==> config.mk <==
export PLATFORM = sky130hd
export DESIGN_NAME = usr_cmd_sequencer
export DESIGN_NICKNAME = d
export VERILOG_FILES = /design/src/rtl/usr_cmd_sequencer.sv
export SDC_FILE = /design/constraint.sdc
export NUM_CORES = 1
export LEC_CHECK = 0
export BUFFER_PORTS_ARGS = -buffer_cell sky130_fd_sc_hd__buf_4
export CAP_MARGIN = 5
export CORE_MARGIN = 3
export CORE_UTILIZATION = 40
export CTS_BUF_LIST = sky130_fd_sc_hd__clkbuf_4
export DETAILED_ROUTE_END_ITERATION = 12
export HOLD_SLACK_MARGIN = 0.08
export PLACE_DENSITY = 0.68
export SLEW_MARGIN = 30
export SYNTH_ARGS = -nofsm -noshare
export SYNTH_HDL_FRONTEND = slang
export SYNTH_SLANG_ARGS = --single-unit
==> constraint.sdc <==
create_clock -name clk -period 4.7 [get_ports clk]
set_input_delay 0 -clock clk [delete_from_list [all_inputs] [get_ports clk]]
set_output_delay 0 -clock clk [all_outputs]
set_load 0.01 [all_outputs]
==> src/rtl/usr_cmd_sequencer.sv <==
`default_nettype none
// ============================================================================
//  Module   : usr_cmd_sequencer
//  Purpose  : Command-driven controller for universal_shift_reg. Accepts one
//             handshaked command (hold/read, shift right N, shift left N,
//             parallel load), plays out the per-cycle register controls,
//             then returns the final parallel word and the shifted-out bits.
//  Revision : 1.0 - initial release
// ----------------------------------------------------------------------------
//  Ports
//    clk, rst            clock, synchronous active-high reset
//    cmd_valid/ready     command handshake
//    cmd_op              00 hold, 01 shift right, 10 shift left, 11 load
//    cmd_data            load word, or serial fill bits (LSB first)
//    cmd_len             shift count (shift ops only)
//    sel, p_in,
//    s_right_in,
//    s_left_in           controls to the shift register (all registered)
//    p_out, s_right_out,
//    s_left_out          observations from the shift register
//    rsp_valid/ready     response handshake
//    rsp_data            p_out captured after the operation
//    rsp_ser             shifted-out bits, most recent at bit 0
// ============================================================================
module usr_cmd_sequencer #(
    parameter int WIDTH = 4,
    parameter int CNT_W = 3
) (
    input  logic             clk,
    input  logic             rst,
    input  logic             cmd_valid,
    output logic             cmd_ready,
    input  logic [1:0]       cmd_op,
    input  logic [WIDTH-1:0] cmd_data,
    input  logic [CNT_W-1:0] cmd_len,
    output logic [1:0]       sel,
    output logic [WIDTH-1:0] p_in,
    output logic             s_right_in,
    output logic             s_left_in,
    input  logic [WIDTH-1:0] p_out,
    input  logic             s_right_out,
    input  logic             s_left_out,
    output logic             rsp_valid,
    input  logic             rsp_ready,
    output logic [WIDTH-1:0] rsp_data,
    output logic [WIDTH-1:0] rsp_ser
);

    localparam logic [1:0] S_IDLE   = 2'd0;
    localparam logic [1:0] S_RUN    = 2'd1;
    localparam logic [1:0] S_SETTLE = 2'd2;
    localparam logic [1:0] S_RESP   = 2'd3;

    localparam logic [1:0] OP_HOLD  = 2'b00;
    localparam logic [1:0] OP_SHR   = 2'b01;
    localparam logic [1:0] OP_SHL   = 2'b10;
    localparam logic [1:0] OP_LOAD  = 2'b11;

    // One extra bit so a maximum length count cannot wrap.
    localparam logic [CNT_W:0] C_CNT_ONE = {{CNT_W{1'b0}}, 1'b1};

    logic [1:0]       r_state, w_state_nxt;
    logic [1:0]       r_op,    w_op_nxt;
    logic [WIDTH-1:0] r_fill,  w_fill_nxt;   // fill bits not yet presented
    logic [CNT_W:0]   r_len,   w_len_nxt;
    logic [CNT_W:0]   r_cnt,   w_cnt_nxt;    // RUN edges already taken

    logic             w_cmd_ready_nxt;
    logic [1:0]       w_sel_nxt;
    logic [WIDTH-1:0] w_p_in_nxt;
    logic             w_s_right_in_nxt;
    logic             w_s_left_in_nxt;
    logic             w_rsp_valid_nxt;
    logic [WIDTH-1:0] w_rsp_data_nxt;
    logic [WIDTH-1:0] w_rsp_ser_nxt;

    logic             w_accept;
    logic             w_cmd_is_shift;
    logic             w_cmd_len_zero;
    logic             w_op_is_shift;
    logic [CNT_W:0]   w_cnt_inc;
    logic [CNT_W:0]   w_run_len;
    logic             w_run_last;

    assign w_accept       = (r_state == S_IDLE) && cmd_valid && cmd_ready;
    assign w_cmd_is_shift = cmd_op[0] ^ cmd_op[1];
    assign w_cmd_len_zero = (cmd_len == '0);
    assign w_op_is_shift  = r_op[0] ^ r_op[1];
    assign w_cnt_inc      = r_cnt + C_CNT_ONE;
    // Hold and load occupy exactly one RUN cycle.
    assign w_run_len      = w_op_is_shift ? r_len : C_CNT_ONE;
    assign w_run_last     = (w_cnt_inc == w_run_len);

    // ------------------------------------------------------------------
    // State and output registers
    // ------------------------------------------------------------------
    always_ff @(posedge clk) begin
        if (rst) begin
            r_state    <= S_IDLE;
            r_op       <= OP_HOLD;
            r_fill     <= '0;
            r_len      <= '0;
            r_cnt      <= '0;
            cmd_ready  <= 1'b1;
            sel        <= OP_HOLD;
            p_in       <= '0;
            s_right_in <= 1'b0;
            s_left_in  <= 1'b0;
            rsp_valid  <= 1'b0;
            rsp_data   <= '0;
            rsp_ser    <= '0;
        end else begin
            r_state    <= w_state_nxt;
            r_op       <= w_op_nxt;
            r_fill     <= w_fill_nxt;
            r_len      <= w_len_nxt;
            r_cnt      <= w_cnt_nxt;
            cmd_ready  <= w_cmd_ready_nxt;
            sel        <= w_sel_nxt;
            p_in       <= w_p_in_nxt;
            s_right_in <= w_s_right_in_nxt;
            s_left_in  <= w_s_left_in_nxt;
            rsp_valid  <= w_rsp_valid_nxt;
            rsp_data   <= w_rsp_data_nxt;
            rsp_ser    <= w_rsp_ser_nxt;
        end
    end

    // ------------------------------------------------------------------
    // Next-state logic
    // ------------------------------------------------------------------
    always_comb begin
        w_state_nxt = r_state;
        case (r_state)
            S_IDLE: begin
                if (w_accept) begin
                    w_state_nxt = (w_cmd_is_shift && w_cmd_len_zero) ? S_SETTLE : S_RUN;
                end
            end
            S_RUN:    if (w_run_last) w_state_nxt = S_SETTLE;
            S_SETTLE: w_state_nxt = S_RESP;
            S_RESP:   if (rsp_ready) w_state_nxt = S_IDLE;
            default:  w_state_nxt = S_IDLE;
        endcase
    end

    // ------------------------------------------------------------------
    // Next-output logic. Register controls default to idle values every
    // cycle so p_in and the serial inputs are only ever non-zero while the
    // matching sel is being driven.
    // ------------------------------------------------------------------
    always_comb begin
        w_op_nxt         = r_op;
        w_fill_nxt       = r_fill;
        w_len_nxt        = r_len;
        w_cnt_nxt        = r_cnt;
        w_cmd_ready_nxt  = cmd_ready;
        w_sel_nxt        = OP_HOLD;
        w_p_in_nxt       = '0;
        w_s_right_in_nxt = 1'b0;
        w_s_left_in_nxt  = 1'b0;
        w_rsp_valid_nxt  = rsp_valid;
        w_rsp_data_nxt   = rsp_data;
        w_rsp_ser_nxt    = rsp_ser;

        case (r_state)
            S_IDLE: begin
                if (w_accept) begin
                    w_op_nxt        = cmd_op;
                    w_len_nxt       = {1'b0, cmd_len};
                    w_cnt_nxt       = '0;
                    w_fill_nxt      = cmd_data >> 1;
                    w_rsp_ser_nxt   = '0;
                    w_cmd_ready_nxt = 1'b0;
                    // Present the first cycle's controls straight away.
                    case (cmd_op)
                        OP_LOAD: begin
                            w_sel_nxt  = OP_LOAD;
                            w_p_in_nxt = cmd_data;
                        end
                        OP_SHR: begin
                            if (!w_cmd_len_zero) begin
                                w_sel_nxt        = OP_SHR;
                                w_s_right_in_nxt = cmd_data[0];
                            end
                        end
                        OP_SHL: begin
                            if (!w_cmd_len_zero) begin
                                w_sel_nxt       = OP_SHL;
                                w_s_left_in_nxt = cmd_data[0];
                            end
                        end
                        default: w_sel_nxt = OP_HOLD;
                    endcase
                end
            end
            S_RUN: begin
                w_cnt_nxt = w_cnt_inc;
                // The serial output seen at this edge is the bit leaving.
                if (r_op == OP_SHR) begin
                    w_rsp_ser_nxt = {rsp_ser[WIDTH-2:0], s_right_out};
                end else if (r_op == OP_SHL) begin
                    w_rsp_ser_nxt = {rsp_ser[WIDTH-2:0], s_left_out};
                end
                if (!w_run_last) begin
                    // Only shifts run longer than one cycle; fill drains to 0.
                    w_sel_nxt  = r_op;
                    w_fill_nxt = r_fill >> 1;
                    if (r_op == OP_SHR) w_s_right_in_nxt = r_fill[0];
                    if (r_op == OP_SHL) w_s_left_in_nxt  = r_fill[0];
                end
            end
            S_SETTLE: begin
                w_rsp_data_nxt  = p_out;
                w_rsp_valid_nxt = 1'b1;
            end
            S_RESP: begin
                if (rsp_ready) begin
                    w_rsp_valid_nxt = 1'b0;
                    w_cmd_ready_nxt = 1'b1;
                end
            end
            default: ;
        endcase
    end

endmodule
`default_nettype wire

==> results.json, run 1 <==
{
  "avgSynthCellArea_sq_um": 8.56,
  "cts_resized": 0,
  "netlist_area_sq_um": 1560,
  "antennaDiodeCount": 0,
  "mostFrequentLayoutCells": "36 x buf_4, 32 x dfxtp_1, 26 x nand2_1, 23 x dlygate4sd3_1, 20 x a21oi_1",
  "rsz0062_at_grt": "false",
  "met3_length_um": 151,
  "grt_pass1_wl_mm": 5.84,
  "clkLatencyLatePin_ns": 0.32,
  "finalPower_uw": 853,
  "timing.final.ws_setup_ns": 2.57,
  "detail_route.wirelength_mm": 3.58,
  "die_area_sq_um": 4680,
  "place_ws_ns": 2.58,
  "num-nets-final": 272,
  "synth-seq-area-share": 0.411,
  "fp.coreArea_sq_um": 3720,
  "fin_skew_ns": 0.00518,
  "clockRootBuffer": "clkbuf_4",
  "fin_setup_tns_ns": 0,
  "syn_inst": 182,
  "rrSetupSlack_ns": 2.57,
  "highest_layer": "met4",
  "die_w_um": 68.4,
  "fin_crit_ns": 2.13,
  "syn_nets": 213,
  "arrival_ns": 2.36,
  "wire_per_inst_um": 12.4,
  "setup-violations-final": 0,
  "yosysUniqueCellTypes": 36,
  "grt-ovfl-total": 0,
  "initial_core_util": 0.419,
  "drt_iter0_markers": 67,
  "maxSlewHeadroom": 0.597,
  "yosys_register_bits": 32,
  "seqCellArea_sq_um": 641,
  "drive_above_1_share": 0.202,
  "area_growth_pct": 37.8,
  "numPortBuffers": 36,
  "drv_slew": 0,
  "critPathCaptureType": "flip-flop",
  "dpl.hpwl_mm": 2.44,
  "routabilityCongestion": 0.859,
  "whs_ns": 0.144,
  "crit_type": "reg -> reg",
  "cts-buffers-inserted": 5,
  "track_usage": 0.167,
  "first_pass_iters": 4,
  "multiInputGateArea_sq_um": 845,
  "ant_nets": 0,
  "min_path_type": "in -> reg",
  "vias": 1441,
  "vdd.ir_drop.worst_uv": 301,
  "worstPathRequired_ns": 4.93,
  "status": "complete, no violations",
  "num-fill-cells": 349,
  "drv_cap": 0,
  "fp-row-count": 22,
  "grt_max_degree": 22,
  "htreeDepth": 2,
  "wl_met1_mm": 1.65,
  "drc": 0,
  "clk_pin_slew_ns": 0.10,
  "clock.fmax_mhz": 469,
  "p_leak_uw": 0.000962,
  "pwr_density_cell_nw_per_um2": 398,
  "finalHoldViolCount": 0,
  "tightestPinTransition_ns": 0.605,
  "critPathMaxFanout": 8,
  "ys_warn_count": 0,
  "cts_tree": "done",
  "clock_path_buffers": 2,
  "vias_per_cell": 4.97,
  "startpoint_type": "flip-flop",
  "grt_pass1_vias": 1343,
  "grt_antenna_before_repair": 0,
  "die_y_um": 68.4,
  "dr_wl_met2_mm": 1.73,
  "fin_crit_sh": 0.454,
  "layout_commonest_cell": "buf_4",
  "clkSinkCount": 32,
  "pin_count": 37
}
-- final timing paths --
check / from / end / cells past startpoint
worst max-delay path: r_op[0] / r_state[0] / 7
worst min-delay path: s_left_out / rsp_ser[0] / 5
worst max register to register: r_op[0] / r_state[0] / 7
worst min register to register: rsp_ser[3] / rsp_ser[3] / 2
-- final cells by class --
cell class	count	area share
clock inverter	1	0.00175
multi-input combinational	131	0.393
tap	48	0.0280
clock buffer	7	0.0245
sequential	32	0.298
timing repair buffer	59	0.233
inverter	12	0.0210
-- kinds of logic (layout without fill, tap and decap cells) --
family / after synthesis / after routing / share of synthesized area
muxes: 10 / 10 / 0.0659
buffers and inverters: 19 / 79 / 0.0466
and+or+nand+nor: 64 / 64 / 0.189
DFF: 32 / 32 / 0.411
AOI/OAI and AO/OA: 41 / 41 / 0.169
adders and majority gates: 12 / 12 / 0.0964
xor gates and xnor gates: 4 / 4 / 0.0225
-- cell usage after synthesis (all sizes together) --
library cell / n / area (sq um)
o22ai: 2 / 12.5
and3: 1 / 6.26
and3b: 1 / 8.76
a21bo: 1 / 10.0
a21o: 1 / 7.51
or3: 1 / 6.26
and2b: 1 / 7.51
inv: 11 / 41.3
nand3: 5 / 25.0
a211o: 1 / 10.0
buf: 1 / 5.00
xor2: 3 / 26.3
and2: 4 / 25.0
a21oi: 20 / 100
o211ai: 1 / 12.5
mux2: 2 / 22.5
o211a: 2 / 20.0
nor2: 16 / 60.1
o31ai: 1 / 7.51
nor3: 2 / 10.0
nand3b: 1 / 7.51
or3b: 1 / 8.76
mux2i: 8 / 80.1
o41ai: 1 / 8.76
a2111o: 1 / 11.3
dfxtp: 32 / 641
clkbuf: 6 / 22.5
o21ba: 1 / 10.0
nand2: 26 / 97.6
a22oi: 2 / 15.0
ha: 12 / 150
xnor2: 1 / 8.76
nand4: 5 / 31.3
a31oi: 2 / 12.5
o21ai: 5 / 25.0
clkinv: 1 / 3.75
-- per-stage QoR --
| step | util | cell area (sq um) | instances |
|---|---|---|---|
| 2_1_floorplan | - | 1560 | 182 |
| 3_3_place_gp | 0.501 | 1860 | 259 |
| 3_5_place_dp | 0.501 | 1860 | 259 |
| 4_1_cts | 0.578 | 2150 | 290 |
| 5_1_grt | 0.578 | 2150 | 290 |
| 6_report | 0.578 | 2150 | 290 |
-- metal layers --
layer  global-route usage  vias up
li1                     -      745
met1                0.201      662
met2                0.277       30
met3               0.0443        4
met4               0.0744        0
met5                    0        -
-- registers in the layout, indices dropped and copies added, names as in the netlist --
register,flops
p_in,4
r_cnt,4
rsp_data,4
rsp_ser,4
r_fill,3
r_len,3
r_op,2
r_state,2
sel,2
cmd_ready,1
rsp_valid,1
s_left_in,1
s_right_in,1
-- power breakdown --
part,internal (uW),switching (uW),total (uW)
sequential,311,30.9,341
clock,69.0,87.7,157
combinational,162,193,355
total,542,312,853
-- repair_timing --
action,4_1_cts,5_1_grt
setup endpoints to repair,0,0
hold endpoints to repair,27,0
setup buffers,0,0
hold buffers,23,0
-- critical path, cell delays in order, from the launching register on --
cell	delay (ns)
dfxtp_1	0.39
inv_1	0.06
ha_1	0.39
or3b_1	0.36
o41ai_1	0.08
o211ai_2	0.23
a2111o_1	0.45
o31ai_1	0.08
Note: power is estimated with default switching activity, not from simulation.
==> run 2: changes to the inputs <==
PLACE_DENSITY = 0.71   (was 0.68)
clock period = 1.8 ns   (was 4.7 ns; I/O delays follow)
==> results.json, run 2 (synthesized netlist as in run 1, its figures left out) <==
{
  "clkLatencyLatePin_ns": 0.33,
  "crit_end": "r_state[0]",
  "grt-ovfl-total": 0,
  "placed_area_sq_um": 1980,
  "rsz0062_at_grt": "true",
  "first_pass_iters": 4,
  "critPathCaptureType": "flip-flop",
  "timing.final.ws_setup_ns": -0.0310,
  "critPathMaxFanout": 5,
  "tightestPinTransition_ns": 0.471,
  "drc": 0,
  "p_leak_uw": 0.000983,
  "clock_path_buffers": 2,
  "grt_max_degree": 22,
  "cts-buffers-inserted": 5,
  "dp.cells": 271,
  "fin_skew_ns": 0.00824,
  "fin_crit_ns": 1.83,
  "clk_pin_slew_ns": 0.10,
  "min_path_type": "in -> reg",
  "routabilityCongestion": 0.781,
  "vdd.ir_drop.worst_uv": 542,
  "clkSinkCount": 32,
  "status": "finished with violations",
  "ant_nets": 0,
  "track_usage": 0.180,
  "drv_slew": 0,
  "dpl.hpwl_mm": 2.53,
  "die_w_um": 68.4,
  "crit_type": "reg -> reg",
  "drv_cap": 0,
  "setup-violations-final": 3,
  "maxSlewHeadroom": 0.682,
  "initial_core_util": 0.419,
  "clockRootBuffer": "clkbuf_4",
  "r2r_start": "r_op[0]",
  "layout.cells.non_filler": 296,
  "finalInstanceArea_sq_um": 2250,
  "num-nets-final": 278,
  "antennaDiodeCount": 0,
  "violations": "negative setup slack",
  "htreeDepth": 2,
  "die_y_um": 68.4,
  "finalPower_uw": 2520,
  "numPortBuffers": 36,
  "grt_pass1_vias": 1375,
  "cts_tree": "done",
  "finalHoldViolCount": 0,
  "fp.coreArea_sq_um": 3720,
  "timing.rr.end": "r_state[0]",
  "rrSetupSlack_ns": -0.03,
  "pwr_density_cell_nw_per_um2": 1120,
  "vias": 1483,
  "fp-row-count": 22,
  "clock.fmax_mhz": 546,
  "grt_pass1_wl_mm": 6.12,
  "layout_commonest_cell": "buf_4",
  "fin_setup_tns_ns": -0.0637,
  "worstPathRequired_ns": 2.05,
  "pin_count": 37,
  "die_area_sq_um": 4680,
  "area_growth_pct": 44.5,
  "place_ws_ns": -0.0157,
  "arrival_ns": 2.08,
  "startpoint_type": "flip-flop",
  "grt_antenna_before_repair": 0,
  "vias_per_cell": 5.01,
  "drt_iter0_markers": 86,
  "fin_crit_sh": 1.02,
  "rr_worst_depth": 7,
  "drive_above_1_share": 0.290,
  "detail_route.wirelength_mm": 3.74,
  "cp-startpoint": "r_op[0]",
  "mostFrequentLayoutCells": "48 x buf_4, 29 x dfxtp_1, 26 x nand2_1, 18 x a21oi_1",
  "wire_per_inst_um": 12.6
}
-- run 2: layout make-up --
cell class	count	area [sq um]
sequential	32	644
timing repair buffer	65	532
clock inverter	1	3.75
multi-input combinational	131	913
tap	48	60.1
fill	330	1470
inverter	12	45.0
clock buffer	7	52.6
-- run 2: power breakdown --
| group | internal [uW] | leakage, uW | switching (uW) |
|---|---|---|---|
| combinational | 605 | 0.000688 | 592 |
| sequential | 815 | 0.000261 | 83.4 |
| clock | 180 | 0.0000338 | 243 |
-- run 2: repair_timing --
| item | CTS | global route |
|---|---|---|
| setup buffers | 0 | 1 |
| gates resized for setup | 4 | 6 |
| endpoints found under the hold margin | 29 | 0 |
| endpoints found under the setup margin | 4 | 13 |
| gates cloned | 0 | 0 |
| hold buffers | 16 | 0 |
| pin swaps | 2 | 5 |
-- run 2: stage by stage --
step                       util  hold slack [ns]
after floorplan               -            0.114
after global placement    0.534            0.214
after detailed placement  0.534            0.222
after CTS                 0.599            0.143
after global routing      0.606            0.150
final                     0.606            0.145
-- run 2: how the worst min path moves through the flow --
| stage | from | to | slack [ns] | depth (start not counted) |
|---|---|---|---|---|
| 2_1_floorplan | cmd_data[0] | p_in[0] | 0.11 | 2 |
| 3_3_place_gp | cmd_data[2] | p_in[2] | 0.21 | 2 |
| 3_5_place_dp | cmd_data[1] | p_in[1] | 0.22 | 2 |
| 4_1_cts | s_left_out | rsp_ser[0] | 0.14 | 5 |
| 5_1_grt | s_left_out | rsp_ser[0] | 0.15 | 5 |
| 6_report | s_left_out | rsp_ser[0] | 0.14 | 5 |
-- run 2: per-layer routing --
metal,track usage,vias to the layer above,wire (um)
met2,0.296,44,1830
li1,-,756,-
met1,0.210,677,1600
met4,0.0744,0,51
met3,0.0624,6,256
met5,0,-,0
-- run 2: critical path, stage by stage (launching register included) --
cell	delay (ns)
dfxtp_2	0.35
inv_2	0.04
ha_4	0.27
or3b_4	0.39
o41ai_4	0.07
o211ai_4	0.16
a2111o_1	0.40
o31ai_1	0.06
